`config.mk`:
```
export PLATFORM = sky130hd
export DESIGN_NAME = alu_word_seq
export DESIGN_NICKNAME = d
export VERILOG_FILES = /design/src/rtl/alu_word_seq.sv
export SDC_FILE = /design/constraint.sdc
export NUM_CORES = 1
export LEC_CHECK = 0
export CORE_MARGIN = 10
export CORE_UTILIZATION = 47
export DETAILED_ROUTE_END_ITERATION = 6
export GPL_TIMING_DRIVEN = 0
export HOLD_SLACK_MARGIN = 0.05
export PLACE_DENSITY = 0.8
export SYNTH_ARGS = -nofsm -noshare
export SYNTH_HDL_FRONTEND = slang
export SYNTH_SLANG_ARGS = --single-unit
```
`constraint.sdc`:
```
create_clock -name clk -period 2.4 [get_ports clk]
set_input_delay 0.36 -clock clk [delete_from_list [all_inputs] [get_ports clk]]
set_output_delay 0.36 -clock clk [all_outputs]
set_load 0.05 [all_outputs]
```
`src/rtl/alu_word_seq.sv`:
```
// Sequences 16-bit INW/DEW/ASW/ROW through the shared 8-bit ALU.
// Two byte steps with carry chained between them, then a done pulse.
module alu_word_seq #(
   parameter logic [3:0] OP_ADC = 4'h3,
   parameter logic [3:0] OP_ROR = 4'h7
) (
   input  logic        clk,
   input  logic        reset_n,
   input  logic        start,
   input  logic [1:0]  wop,
   input  logic [15:0] operand,
   input  logic        c_in,
   output logic [7:0]  alu_a,
   output logic [7:0]  alu_b,
   output logic [3:0]  alu_op,
   output logic        alu_c_in,
   output logic        alu_dec_add,
   output logic        alu_own,
   input  logic [7:0]  alu_out,
   input  logic        alu_carry_out,
   output logic        busy,
   output logic        done,
   output logic [15:0] result,
   output logic        n_out,
   output logic        z_out,
   output logic        c_out
);

   typedef enum logic [1:0] {
      IDLE,
      STEP1,
      STEP2,
      DONE
   } state_t;

   localparam logic [1:0] W_INW = 2'd0;
   localparam logic [1:0] W_DEW = 2'd1;
   localparam logic [1:0] W_ASW = 2'd2;
   localparam logic [1:0] W_ROW = 2'd3;

   state_t      state;
   state_t      state_nx;
   logic [1:0]  wop_q;
   logic [15:0] opnd_q;
   logic        cin_q;
   logic [7:0]  byte1_q;
   logic        chain_q;
   logic        is_row;
   logic        low_sel;
   logic [7:0]  byte_sel;
   logic        first_c;
   logic [15:0] word_nx;

   assign is_row      = (wop_q == W_ROW);
   assign alu_own     = (state == STEP1) || (state == STEP2);
   assign busy        = (state != IDLE);
   assign done        = (state == DONE);
   assign alu_dec_add = 1'b0;

   // ROW walks high byte first so the rotate carry moves downward
   assign low_sel  = (state == STEP1) ^ is_row;
   assign byte_sel = low_sel ? opnd_q[7:0] : opnd_q[15:8];
   assign word_nx  = is_row ? {byte1_q, alu_out}
                            : {alu_out, byte1_q};

   always_comb begin
      state_nx = state;
      unique case (state)
         IDLE:    if (start) state_nx = STEP1;
         STEP1:   state_nx = STEP2;
         STEP2:   state_nx = DONE;
         DONE:    state_nx = IDLE;
         default: state_nx = IDLE;
      endcase
   end

   always_comb begin
      first_c = 1'b0;
      unique case (wop_q)
         W_INW:   first_c = 1'b1;
         W_ROW:   first_c = cin_q;
         default: first_c = 1'b0;
      endcase
   end

   always_comb begin
      alu_a    = 8'h00;
      alu_b    = 8'h00;
      alu_op   = OP_ADC;
      alu_c_in = 1'b0;
      if (alu_own) begin
         alu_a    = byte_sel;
         alu_c_in = (state == STEP2) ? chain_q : first_c;
         unique case (wop_q)
            W_INW:   alu_b = 8'h00;
            W_DEW:   alu_b = 8'hFF;
            W_ASW:   alu_b = byte_sel;
            W_ROW:   alu_op = OP_ROR;
            default: alu_b = 8'h00;
         endcase
      end
   end

   always_ff @(posedge clk or negedge reset_n) begin
      if (!reset_n) begin
         state   <= IDLE;
         wop_q   <= 2'd0;
         opnd_q  <= 16'h0000;
         cin_q   <= 1'b0;
         byte1_q <= 8'h00;
         chain_q <= 1'b0;
         result  <= 16'h0000;
         n_out   <= 1'b0;
         z_out   <= 1'b0;
         c_out   <= 1'b0;
      end else begin
         state <= state_nx;
         unique case (state)
            IDLE: begin
               if (start) begin
                  wop_q  <= wop;
                  opnd_q <= operand;
                  cin_q  <= c_in;
               end
            end
            STEP1: begin
               byte1_q <= alu_out;
               chain_q <= alu_carry_out;
            end
            STEP2: begin
               result <= word_nx;
               n_out  <= word_nx[15];
               z_out  <= (word_nx == 16'h0000);
               c_out  <= alu_carry_out;
            end
            default: ;
         endcase
      end
   end

endmodule

```
==> After elaboration in Yosys (flattened, before gate mapping) <==
Cells that the tools add are included.
W data, S select, Z words.
{ "totals": {"ff_bits": 49, "latchBits": 0, "ram_bits": 0, "mem_bits_ro": 0, "in_bits": 31, "output_inout_bits": 44, "elab_cells": 36, "n_memories": 0} }
{ "classes": {"n_addsub": 0, "n_mul": 0, "div": 0, "magnitude_cmp": 0, "n_eq_ne": 7, "shift": 0, "muxes": 12, "bitwise_logic": 1, "reduce_logical": 6} }
{ "ops": {"columns": ["op", "count"], "rows": [
  ["$mux W8", 3],
  ["$logic_not A16 Y1", 1],
  ["$mux W16", 1],
  ["$pmux W8 S2", 1],
  ["$eq A2 B2 Y1 const B", 4],
  ["$pmux W2 S4", 1],
  ["$mux W3", 2],
  ["$eq A2 B1 Y1 const B", 2],
  ["$logic_not A2 Y1", 2],
  ["$mux W1", 2],
  ["$mux W2", 1],
  ["$ne A2 B2 Y1 const B", 1],
  ["$pmux W1 S2", 1],
  ["$reduce_and A2 Y1", 1],
  ["$reduce_bool A2 Y1", 1],
  ["$logic_or A1 B1 Y1", 1],
  ["$xor A1 B1 Y1", 1]
]} }

==> Longest topological paths before layout <==
{ "depth": {"word_depth": 5, "ltp_mapped": 7, "mapped_depth_nobuf": 6} }

==> Worst setup path before layout <==
OpenSTA, ideal clock, no wires.
{ "synth_timing": {"kind": "flip-flop to output port", "startpoint": "register wop_q[0]", "endpoint": "output alu_c_in", "arrival_ps": 2070, "required_ps": 2040, "slack_ps": -30, "stages_incl_launch_ff": 8, "n_path_buf": 2, "cell_sequence": "dfrtp_1 ha_1 buf_6 clkbuf_1 a21oi_1 nor3_1 a21oi_1 nor2b_1"} }
{ "synth_via": {"elab_chain_cells": 4, "word_cells_on_any_way": 5, "classes_between": "eq/ne (1); mux (3); reduce/logical (1)"} }
{ "synth_lines": {"columns": ["element", "line_no", "text"], "rows": [
  ["start, declared", "43", "logic [1:0] wop_q;"],
  ["start signal, assigned", "121", "wop_q <= wop;"],
  ["$eq A2 B2 Y1 or $logic_not A2 Y1 (tied branches)", "79", "unique case (wop_q)"],
  ["$pmux W1 S2 (*)", "79", null],
  ["$mux W1 (*)", "93", "alu_c_in = (state == STEP2) ? chain_q : first_c;"],
  ["$mux W1 (*)", "91", "if (alu_own) begin"],
  ["end, declared", "16", "output logic alu_c_in,"]
]} }
Every way passes the cells marked *; elsewhere a longest branch is shown, timed or not.

==> Worst setup path in the final report <==
{ "layout_timing": {"startpoint": "register state[1]", "endpoint": "output alu_b[3]"} }
{ "layout_via": {"elab_chain_cells": 5, "word_cells_on_any_way": 7, "classes_between": "eq/ne (2); mux (3); bitwise (1); reduce/logical (1)"} }
{ "layout_lines": {"columns": ["element", "line_no", "text"], "rows": [
  ["start, declared", "41", "state_t state;"],
  ["start signal, assigned", "117", "state <= state_nx;"],
  ["$eq A2 B1 Y1", "55, 61", null],
  ["$xor A1 B1 Y1", "61", "assign low_sel = (state == STEP1) ^ is_row;"],
  ["$mux W8", "62", "assign byte_sel = low_sel ? opnd_q[7:0] : opnd_q[15:8];"],
  ["$pmux W8 S2", "94", "unique case (wop_q)"],
  ["$mux W8 (*)", "91", null],
  ["end, declared", "14", "output logic [7:0] alu_b,"]
]} }
Marked as above.

==> results.py <==
metrics = {
    "global_routing": {
        "grt_pass1_wl_um": 10600,
        "grt_usage": 0.151,
        "first_global_vias": 2088,
        "antenna_found_initial": 0,
        "grt_max_degree": 39,
        "grt_overflow": 0,
    },
    "timing": {
        "maxSlewViolCount": 0,
        "maxClockFrequency_mhz": 420,
        "finalSetupViolCount": 0,
        "setup_ws_ns": 0.0165,
        "hold_viol": 0,
        "post-route-period-util": 0.993,
        "period_minus_slack_ns": 2.38,
        "worstMarginPinSlew_ns": 0.626,
        "finClkSkew_ns": 0.0109,
        "final.setup.tns_ns": 0,
        "slew_headroom": 0.583,
        "rsz0062_at_grt": "true",
    },
    "synth": {
        "synth_ff_type": "dfrtp_1",
        "synth_compound_area_frac": 0.0965,
        "syn_avg_cell_area_um2": 11.5,
        "synthArstFlopShare": 1.00,
        "yosysSeqAreaShare": 0.470,
        "synth_commonest_cells": "dfrtp_1, mux2_2, a21oi_1",
        "synthAdderAreaFrac": 0.0490,
        "yosys-mux-area-fraction": 0.223,
        "yosys-top-cells-area": "dfrtp_1, mux2_2, mux2i_1",
        "synth-seq-cells": 48,
        "yosys.area_share.simple": 0.106,
        "synth_top_family_by_area": "multiplexers",
        "synth_xor_area_frac": 0.0108,
        "yosys_warnings": 0,
        "synth_top_area_frac": 0.470,
        "ys_types": 29,
        "synth.cell_area_mm2": 0.00255,
        "syn_inst": 223,
        "yosys.area.top_type": "dfrtp_1",
        "synth-edff-count": 0,
        "yosysMostFrequentCell": "dfrtp_1",
    },
    "worst_setup_path": {
        "crit_buf_inv": 4,
        "crit_path_top_delay_cell": "dfrtp_1",
        "crit_chain": "inv_2, ha_4, buf_6, xnor2_4, buf_6, mux2i_2, nor2b_1, o21ba_2, buf_6",
        "cpMostUsedCell": "buf_6",
        "cp_top_family": "buffers and inverters",
        "crit_arrival_ns": 2.02,
        "setup.worst_path.end_class": "output pin",
        "worst-setup-path-type": "flop to output pin",
        "r2r_slack_ns": 0.20,
        "path_max_fanout": 5,
        "max_stage_delay_ns": 0.38,
        "crit_path_start_kind": "flop",
        "required_ns": 2.04,
    },
    "routing": {
        "avgViaCountPerCell": 5.10,
        "drt_iter0_markers": 91,
        "wl_per_cell_um": 17.4,
        "drt_wl_total_um": 6680,
        "drc": 0,
        "dr.pass1.iters": 4,
        "ant_nets": 0,
        "vias": 1964,
    },
    "floorplan": {
        "initial_core_util": 0.491,
        "die_x_um": 93.7,
        "core_mm2": 0.00520,
        "die_area_mm2": 0.00879,
        "die_height_um": 93.7,
        "ios": 75,
        "core.rowCount": 26,
    },
    "clock_network": {
        "cts_buffer_depth": 2,
        "cts_tree": "built",
        "worstSkewPairLatency_ns": 0.30,
        "cts_root_buf": "clkbuf_8",
        "numCtsBuffers": 5,
        "path_clk_slew_ns": 0.09,
        "clock-sinks": 48,
        "htree_num_levels": 2,
    },
    "job": {
        "maxCapViolCount": 0,
    },
    "layout": {
        "final_cell_area_mm2": 0.00363,
        "fin_cells": 385,
        "final_net_count": 355,
        "syn_to_final_growth_pct": 42.0,
        "fillers": 415,
        "n_antenna_cell": 0,
        "seqCellArea_mm2": 0.00120,
        "multi_input_area_mm2": 0.00133,
        "layout-drive-gt1-share": 0.330,
    },
    "placed_design": {
        "io_buffers": 70,
        "dp_cells": 366,
        "post_dp_cell_area_mm2": 0.00337,
        "pre_cts_slack_ns": -0.550,
        "routabilityCongestion": 0.817,
        "place_hpwl_um": 4740,
    },
    "status": {
        "status": "completed",
    },
    "min_path": {
        "holdCritPathClass": "input port to async pin",
    },
}
==> per-stage QoR <==
step	hold WS, ns	utilization
3_5_place_dp	0.252	0.647
3_3_place_gp	0.485	0.644
6_report	0.456	0.697
5_1_grt	0.478	0.697
2_1_floorplan	0.0644	-
4_1_cts	0.454	0.689
==> worst paths after layout <==
path / cells past startpoint / start / endpoint
worst max-delay path: 9 / state[1]$_DFFE_PN0P_ / alu_b[3]
worst min-delay path: 2 / reset_n / result[9]$_DFFE_PN0P_
worst max register to register: 5 / state[0]$_DFFE_PN0P_ / cin_q$_DFFE_PN0P_
worst min register to register: 1 / c_out$_DFFE_PN0P_ / c_out$_DFFE_PN0P_
max in group asynchronous: 3 / reset_n / opnd_q[12]$_DFFE_PN0P_
min in group clk: 1 / c_out$_DFFE_PN0P_ / c_out$_DFFE_PN0P_
==> cell usage in the layout, fill, tap and decap left out, types with 3 or more instances in the layout <==
cell             Yosys  routed
ha_1                10       8
conb_1               2       4
clkbuf_8             0       5
dfrtp_1             48      48
o21ba_2              7       7
nor3_1               4       4
buf_1                4       3
buf_4                5      16
nor2_1              21      21
inv_1                5       4
clkdlybuf4s50_1      0      50
mux2_2              31      30
a21oi_1             23      22
buf_6                1      11
buf_2                1       7
mux2i_1             22      15
nor2b_1             17      16
mux2i_4              0       3
mux2i_2              0       4
==> registers in the layout, indices dropped and copies added (netlist names) <==
| signal | count |
|---|---|
| result | 16 |
| state | 2 |
| opnd_q | 16 |
| wop_q | 2 |
| z_out | 1 |
| cin_q | 1 |
| chain_q | 1 |
| c_out | 1 |
| byte1_q | 8 |
==> per-layer routing <==
layer | share of wire | vias to the layer above | routed length (µm) | GRT usage
met5 | 0 | - | 0 | 0
met4 | 0.020 | 0 | 135 | 0.0570
met3 | 0.043 | 9 | 288 | 0.0328
met2 | 0.51 | 42 | 3440 | 0.264
met1 | 0.42 | 969 | 2820 | 0.176
li1 | - | 944 | - | -
==> final cells by class <==
type | instances | area share
Multi-Input combinational cell | 156 | 0.367
Inverter | 5 | 0.00517
Clock buffer | 5 | 0.0190
Buffer | 15 | 0.0255
Timing Repair Buffer | 83 | 0.222
Tap cell | 70 | 0.0241
Sequential cell | 48 | 0.331
Clock inverter | 3 | 0.00517
==> logic make-up after synthesis <==
group	count (synthesis)
muxes	53
and+or+nand+nor	52
DFF	48
AOI/OAI and AO/OA	36
buffers and inverters	21
adders and majority gates	10
other	2
xor gates and xnor gates	1
==> what timing repair did <==
item | 4_1_cts | 5_1_grt
pin swaps | 1 | 2
resized for setup | 111 | 31
hold endpoints to repair | 10 | 0
hold buffers | 1 | 0
buffers inserted | 6 | 5
endpoints found under the setup margin | 18 | 19
Power is not shown: default switching activity piles up to over one toggle a cycle in this logic, so the estimate is an artifact.
